$ cat config.mk
export PLATFORM = sky130hd
export DESIGN_NAME = aux_run_controller_flat
export DESIGN_NICKNAME = d
export VERILOG_FILES = /design/src/rtl/aux_run_controller_pkg.sv /design/src/rtl/aux_run_controller_if.sv /design/src/rtl/aux_run_controller_debounce.sv /design/src/rtl/aux_run_controller.sv /design/src/flat_wrapper.sv
export SDC_FILE = /design/constraint.sdc
export NUM_CORES = 1
export LEC_CHECK = 0
export ABC_AREA = 1
export BUFFER_PORTS_ARGS = -buffer_cell sky130_fd_sc_hd__buf_4
export CAP_MARGIN = 30
export CORE_ASPECT_RATIO = 2
export CORE_MARGIN = 2
export CORE_UTILIZATION = 35
export DETAILED_ROUTE_END_ITERATION = 16
export PLACE_DENSITY_LB_ADDON = 0.1
export SYNTH_ARGS = -nofsm -noshare
export SYNTH_HDL_FRONTEND = slang
export SYNTH_SLANG_ARGS = --single-unit
$ cat constraint.sdc
create_clock -name clk -period 1.6 [get_ports clk]
set_input_delay 0.32 -clock clk [delete_from_list [all_inputs] [get_ports clk]]
set_output_delay 0.32 -clock clk [all_outputs]
set_load 0.01 [all_outputs]
$ cat src/rtl/aux_run_controller_pkg.sv
`default_nettype none
// ============================================================================
// aux_run_controller_pkg : run-control state encoding, defaults and helpers
// Rev 1.0
// ============================================================================
package aux_run_controller_pkg;

   localparam int DEFAULT_DEBOUNCE_CNT = 4;
   localparam int DEFAULT_CNT_BIT      = 3;

   typedef enum logic [1:0] {
      ST_RUN   = 2'd0,
      ST_HALT  = 2'd1,
      ST_STEP  = 2'd2,
      ST_BREAK = 2'd3
   } run_state_t;

   function automatic logic bp_match(
      input logic        bp_en,
      input logic [31:0] pc,
      input logic [31:0] bp_addr,
      input logic        bp_skip
   );
      return bp_en && (pc == bp_addr) && !bp_skip;
   endfunction

   function automatic run_state_t resume_target(input logic step_mode);
      return step_mode ? ST_STEP : ST_RUN;
   endfunction

endpackage
`default_nettype wire

$ cat src/rtl/aux_run_controller_if.sv
`default_nettype none
// ============================================================================
// aux_run_controller_if : board/core side signals of the run controller
// Rev 1.0
// ============================================================================
interface aux_run_controller_if;

   logic        resume;
   logic        step_mode;
   logic        bp_en;
   logic [31:0] bp_addr;
   logic [31:0] pc;
   logic        halt;
   logic        en;
   logic [1:0]  state;
   logic        bp_skip;

   modport master (
      output resume, step_mode, bp_en, bp_addr, pc, halt,
      input  en, state, bp_skip
   );

   modport slave (
      input  resume, step_mode, bp_en, bp_addr, pc, halt,
      output en, state, bp_skip
   );

endinterface
`default_nettype wire

$ cat src/rtl/aux_run_controller_debounce.sv
`default_nettype none
// ============================================================================
// aux_run_controller_debounce : 2-flop sync, debounce counter, rising pulse
// Rev 1.0
// ============================================================================
module aux_run_controller_debounce #(
   parameter int DebounceCnt = 4,
   parameter int CntBit      = 3
) (
   input  logic clk,
   input  logic rst_n,
   input  logic btn,
   output logic pulse
);

   logic              sync1;
   logic              sync2;
   logic              level;
   logic [CntBit-1:0] cnt;
   logic              cnt_done;

   assign cnt_done = (cnt == CntBit'(DebounceCnt - 1));

   // Pulse fires in the cycle whose edge flips the level low->high.
   assign pulse = sync2 && !level && cnt_done;

   always_ff @(posedge clk or negedge rst_n) begin
      if (!rst_n) begin
         sync1 <= 1'b0;
         sync2 <= 1'b0;
         level <= 1'b0;
         cnt   <= '0;
      end else begin
         sync1 <= btn;
         sync2 <= sync1;
         if (sync2 == level) begin
            cnt <= '0;
         end else if (cnt_done) begin
            level <= sync2;
            cnt   <= '0;
         end else begin
            cnt <= cnt + 1'b1;
         end
      end
   end

endmodule
`default_nettype wire

$ cat src/rtl/aux_run_controller.sv
`default_nettype none
// ============================================================================
// aux_run_controller : core enable sequencer (halt/resume/step/breakpoint)
// Rev 1.0
// ============================================================================
module aux_run_controller
   import aux_run_controller_pkg::*;
#(
   parameter int DebounceCnt = DEFAULT_DEBOUNCE_CNT,
   parameter int CntBit      = DEFAULT_CNT_BIT
) (
   input  logic                 clk,
   input  logic                 rst_n,
   aux_run_controller_if.slave  bus
);

   run_state_t state;
   logic       bp_skip;
   logic       bp_hit;
   logic       en;
   logic       resume_pulse;

   aux_run_controller_debounce #(
      .DebounceCnt (DebounceCnt),
      .CntBit      (CntBit)
   ) u_resume_db (
      .clk   (clk),
      .rst_n (rst_n),
      .btn   (bus.resume),
      .pulse (resume_pulse)
   );

   assign bp_hit = bp_match(bus.bp_en, bus.pc, bus.bp_addr, bp_skip);

   // The instruction at the breakpoint must not execute on the hit cycle.
   assign en = ((state == ST_RUN) && !bp_hit) || (state == ST_STEP);

   always_ff @(posedge clk or negedge rst_n) begin
      if (!rst_n) begin
         state   <= ST_RUN;
         bp_skip <= 1'b0;
      end else begin
         case (state)
            ST_RUN: begin
               if (bus.halt && en) begin
                  state <= ST_HALT;
               end else if (bp_hit) begin
                  state <= ST_BREAK;
               end else if (bus.step_mode) begin
                  state <= ST_HALT;
               end
            end
            ST_STEP: begin
               state <= ST_HALT;
            end
            ST_HALT, ST_BREAK: begin
               if (resume_pulse) begin
                  state <= resume_target(bus.step_mode);
               end
            end
            default: begin
               state <= ST_RUN;
            end
         endcase

         // Skip covers exactly the one instruction executed after leaving BREAK.
         if ((state == ST_BREAK) && resume_pulse) begin
            bp_skip <= 1'b1;
         end else if (en) begin
            bp_skip <= 1'b0;
         end
      end
   end

   assign bus.en      = en;
   assign bus.state   = state;
   assign bus.bp_skip = bp_skip;

endmodule
`default_nettype wire

$ cat src/flat_wrapper.sv
// flat-port wrapper written by rule: the top's interface ports become plain ports
module aux_run_controller_flat import aux_run_controller_pkg::*;
#(
   parameter int DebounceCnt = DEFAULT_DEBOUNCE_CNT,
   parameter int CntBit      = DEFAULT_CNT_BIT
)
  (clk, rst_n, bus_resume, bus_step_mode, bus_bp_en, bus_bp_addr, bus_pc, bus_halt, bus_en, bus_state, bus_bp_skip);
  aux_run_controller_if bus_i ();
  input  logic clk;
  input  logic rst_n;
  input wire logic [$bits(bus_i.resume)-1:0] bus_resume;
  input wire logic [$bits(bus_i.step_mode)-1:0] bus_step_mode;
  input wire logic [$bits(bus_i.bp_en)-1:0] bus_bp_en;
  input wire logic [$bits(bus_i.bp_addr)-1:0] bus_bp_addr;
  input wire logic [$bits(bus_i.pc)-1:0] bus_pc;
  input wire logic [$bits(bus_i.halt)-1:0] bus_halt;
  output wire logic [$bits(bus_i.en)-1:0] bus_en;
  output wire logic [$bits(bus_i.state)-1:0] bus_state;
  output wire logic [$bits(bus_i.bp_skip)-1:0] bus_bp_skip;
  assign bus_i.resume = bus_resume;
  assign bus_i.step_mode = bus_step_mode;
  assign bus_i.bp_en = bus_bp_en;
  assign bus_i.bp_addr = bus_bp_addr;
  assign bus_i.pc = bus_pc;
  assign bus_i.halt = bus_halt;
  assign bus_en = bus_i.en;
  assign bus_state = bus_i.state;
  assign bus_bp_skip = bus_i.bp_skip;
  aux_run_controller #(.DebounceCnt(DebounceCnt), .CntBit(CntBit)) u_core (.clk(clk), .rst_n(rst_n), .bus(bus_i));
endmodule
==> impl_metrics.py <==
metrics = {
    "floorplanning": {
        "core-area_mm2": 0.00270,
        "initial_core_util_pct": 36.4,
        "rows": 27,
        "dieWidth_um": 41.5,
        "ioPinCount": 74,
        "die_area_mm2": 0.00328,
        "die_h_um": 79.0,
    },
    "outcome": {
        "outcome": "finished, violations left",
        "violations": "negative setup slack",
    },
    "timing": {
        "setup-violations-final": 2,
        "layout_setup_ws_ps": -88.6,
        "finalCritPeriodShare_pct": 106,
        "fin_skew_ps": 1.44,
        "rsz0062_at_grt": "true",
        "clock.fmax_ghz": 0.592,
        "tightest_slew_ps": 211,
        "hold_viol_final": 0,
        "final-max-slew-violation-count": 0,
        "fin_tns_setup_ps": -105,
        "max_slew_margin_pct": 85.9,
        "min_period_ps": 1690,
    },
    "clock_tree": {
        "cts.sink_count": 9,
        "cts_tree": "done",
        "cts_htree_levels": 1,
        "cts_buffers": 3,
        "clkLatencyLatePin_ps": 230,
        "clk_pin_slew_ps": 40,
        "cts_root_buf": "clkbuf_8",
        "cts_buffer_depth": 2,
    },
    "routing": {
        "drt-pass1-iter-count": 4,
        "route.detailed.vias_per_inst": 4.37,
        "route.vias.total": 1286,
        "routed_wl_um": 2720,
        "drt_iter0_drc": 9,
        "ant_nets": 0,
        "post_drt_wl_per_cell_um": 9.23,
        "post-route-drc-count": 0,
    },
    "pwr": {
        "intPower_w": 0.000858,
        "p_per_area_mw_per_mm2": 769,
        "finalPower_w": 0.00132,
        "sw_frac_of_total_pct": 35.1,
        "pwr-share-comb_pct": 53.1,
        "seq_power_share_pct": 27.1,
        "p_sw_w": 0.000465,
        "pwr-share-clk_pct": 19.9,
        "ir_drop_v": 0.000969,
        "leakagePower_nw": 1.05,
    },
    "final_layout": {
        "area_delta_synth_final_pct": 75.1,
        "stdcell_area_mm2": 0.00172,
        "seqCellArea_um2": 225,
        "multiInputGateArea_um2": 624,
        "drive_gt1_share_pct": 38.9,
        "fill_cells": 292,
        "antennaDiodeCount": 0,
        "layout.nets": 338,
    },
    "flow_run": {
        "maxCapViolations": 0,
    },
    "logic_synthesis": {
        "ys_ff_latch": 9,
        "synth_cell_types": 16,
        "syn_area_um2": 983,
        "avgSynthCellArea_um2": 5.40,
        "ys_seq_area_share_pct": 22.9,
        "ys_warn_count": 0,
        "syn_inst": 182,
        "syn-num-nets": 254,
    },
    "global_routing": {
        "grt.total_usage_pct": 18.0,
        "grt_pass1_vias": 1272,
        "antenna_found_initial": 0,
        "grt_first_pass_wirelength_um": 4770,
        "grt_overflow": 0,
        "grt_max_degree": 10,
    },
    "critical_path": {
        "worstSetupPathType": "register to primary output",
        "crit_path_start": "u_core.bus.bp_skip",
        "slowest_stage": "dfrtp_1",
        "crit_fanout": 2,
        "max_stage_delay_ps": 390,
        "reg2reg_from": "u_core.bus.bp_skip",
        "critPathLaunchType": "register",
        "required_ps": 1280,
        "crit_arrival_ps": 1370,
        "cp-end-kind": "primary output",
        "timing.critical_path.cells": "inv_2, nand3_2, nor2_2, nand3_2, nor2_2, nand2_1, nand2_2, o21ai_2, buf_4",
    },
    "place": {
        "routabilityCongestion": 0.825,
        "io_buffers": 73,
        "preCtsSetupSlack_ps": -108,
        "place_area_mm2": 0.00158,
        "post-dp-hpwl_um": 2280,
    },
    "min_path": {
        "worstHoldPathType": "input pin to register",
        "min_from": "bus_resume",
    },
}
==> cell type report <==
type	count	share of cell area [%]
tap	29	2.11
multi-input combinational	124	36.3
timing repair buffer	79	35.2
clock buffer	4	2.62
inverter	49	10.7
sequential	9	13.1
==> routing by layer <==
| metal | part of all wire, % | wire (um) | vias up | global-route usage (%) |
|---|---|---|---|---|
| met3 | 6.3 | 172 | 4 | 2.05 |
| met2 | 58 | 1570 | 45 | 35.9 |
| met5 | 0 | 0 | - | 0 |
| li1 | - | - | 688 | - |
| met1 | 34 | 927 | 549 | 17.9 |
| met4 | 1.6 | 44 | 0 | 6.77 |
==> worst max-delay path: cells and delay by family, from the launching register on <==
family	cells	cell delay [ps]
DFF	1	390
AOI/OAI and AO/OA	1	60
buffers and inverters	2	210
and+or+nand+nor	6	480
==> stage by stage <==
step	cells	hold slack, ps	utilization [%]
floorplan	182	24.4	-
global placement	285	148	58.3
detailed placement	285	151	58.3
CTS	294	188	62.4
global route	294	192	63.7
finish	294	192	63.7
==> synthesized netlist by cell type <==
master	n	area, um^2
ha_1	2	25.0
nand2_2	1	6.26
nor3_1	3	15.0
xnor2_1	8	70.1
dfrtp_1	9	225
o21ai_0	6	30.0
nand2_1	63	236
nand3_1	7	35.0
xor2_1	2	17.5
nand3_2	1	10.0
and2_1	1	6.26
a21oi_1	2	10.0
nor2_1	23	86.3
o21ai_1	4	20.0
nor2_2	1	6.26
inv_1	49	184
==> state kept, by name (all words and copies together) (netlist names) <==
name                      count
u_core.u_resume_db.sync2      1
u_core.bus.bp_skip            1
u_core.bus.state              2
u_core.u_resume_db.level      1
u_core.u_resume_db.cnt        3
u_core.u_resume_db.sync1      1
==> cells by family after synthesis <==
group	after synthesis	synth area share, %
flip-flops	9	22.9
AND/OR/NAND/NOR	100	40.8
AO/OA/AOI/OAI	12	6.11
XOR/XNOR	10	8.91
buffers and inverters	49	18.7
adder cells (fa/ha/maj)	2	2.54
==> layout by cell type, fill, tap and decap left out <==
master and n:
buf_4 75, nand2_1 58, inv_1 44, nor2_1 20
dfrtp_1 9, xnor2_1 8, nand2_2 6, inv_2 5
nand3_1 5, o21ai_2 4, o21ai_0 4, nor2_2 3
nand3_2 3, nor3_1 3, clkbuf_8 3, buf_6 3
xor2_1 2, o21ai_1 2, a21oi_1 2, ha_1 2
and2_1 1, nor2_4 1, clkbuf_1 1, dlygate4sd3_1 1
==> worst paths after layout <==
check,cells past startpoint,slack [ps],end
min reg2reg,0,350,u_core.u_resume_db.sync2
max in group asynchronous,2,1010,u_core.u_resume_db.cnt[1]
min in group asynchronous,2,450,u_core.u_resume_db.sync1
min,1,190,u_core.u_resume_db.sync1
max reg2reg,16,-20,u_core.bus.state[1]
max,9,-90,bus_en
==> power by group through the flow <==
stage / clock [W] / combinational [W] / sequential (W)
2_1_floorplan: 0 / 0.000291 / 0.000359
3_3_place_gp: 0 / 0.000580 / 0.000355
3_5_place_dp: 0 / 0.000588 / 0.000357
4_1_cts: 0.000269 / 0.000687 / 0.000356
5_1_grt: 0.000280 / 0.000801 / 0.000370
6_report: 0.000263 / 0.000702 / 0.000358
==> repair_timing <==
| item | in CTS | in global routing |
|---|---|---|
| pin swaps | 6 | 5 |
| gates resized for setup | 7 | 18 |
| hold endpoints to repair | 9 | 0 |
| setup endpoints to repair | 1 | 3 |
| setup buffers | 4 | 0 |
| hold buffers | 1 | 0 |
(Power assumes the default switching activity.)
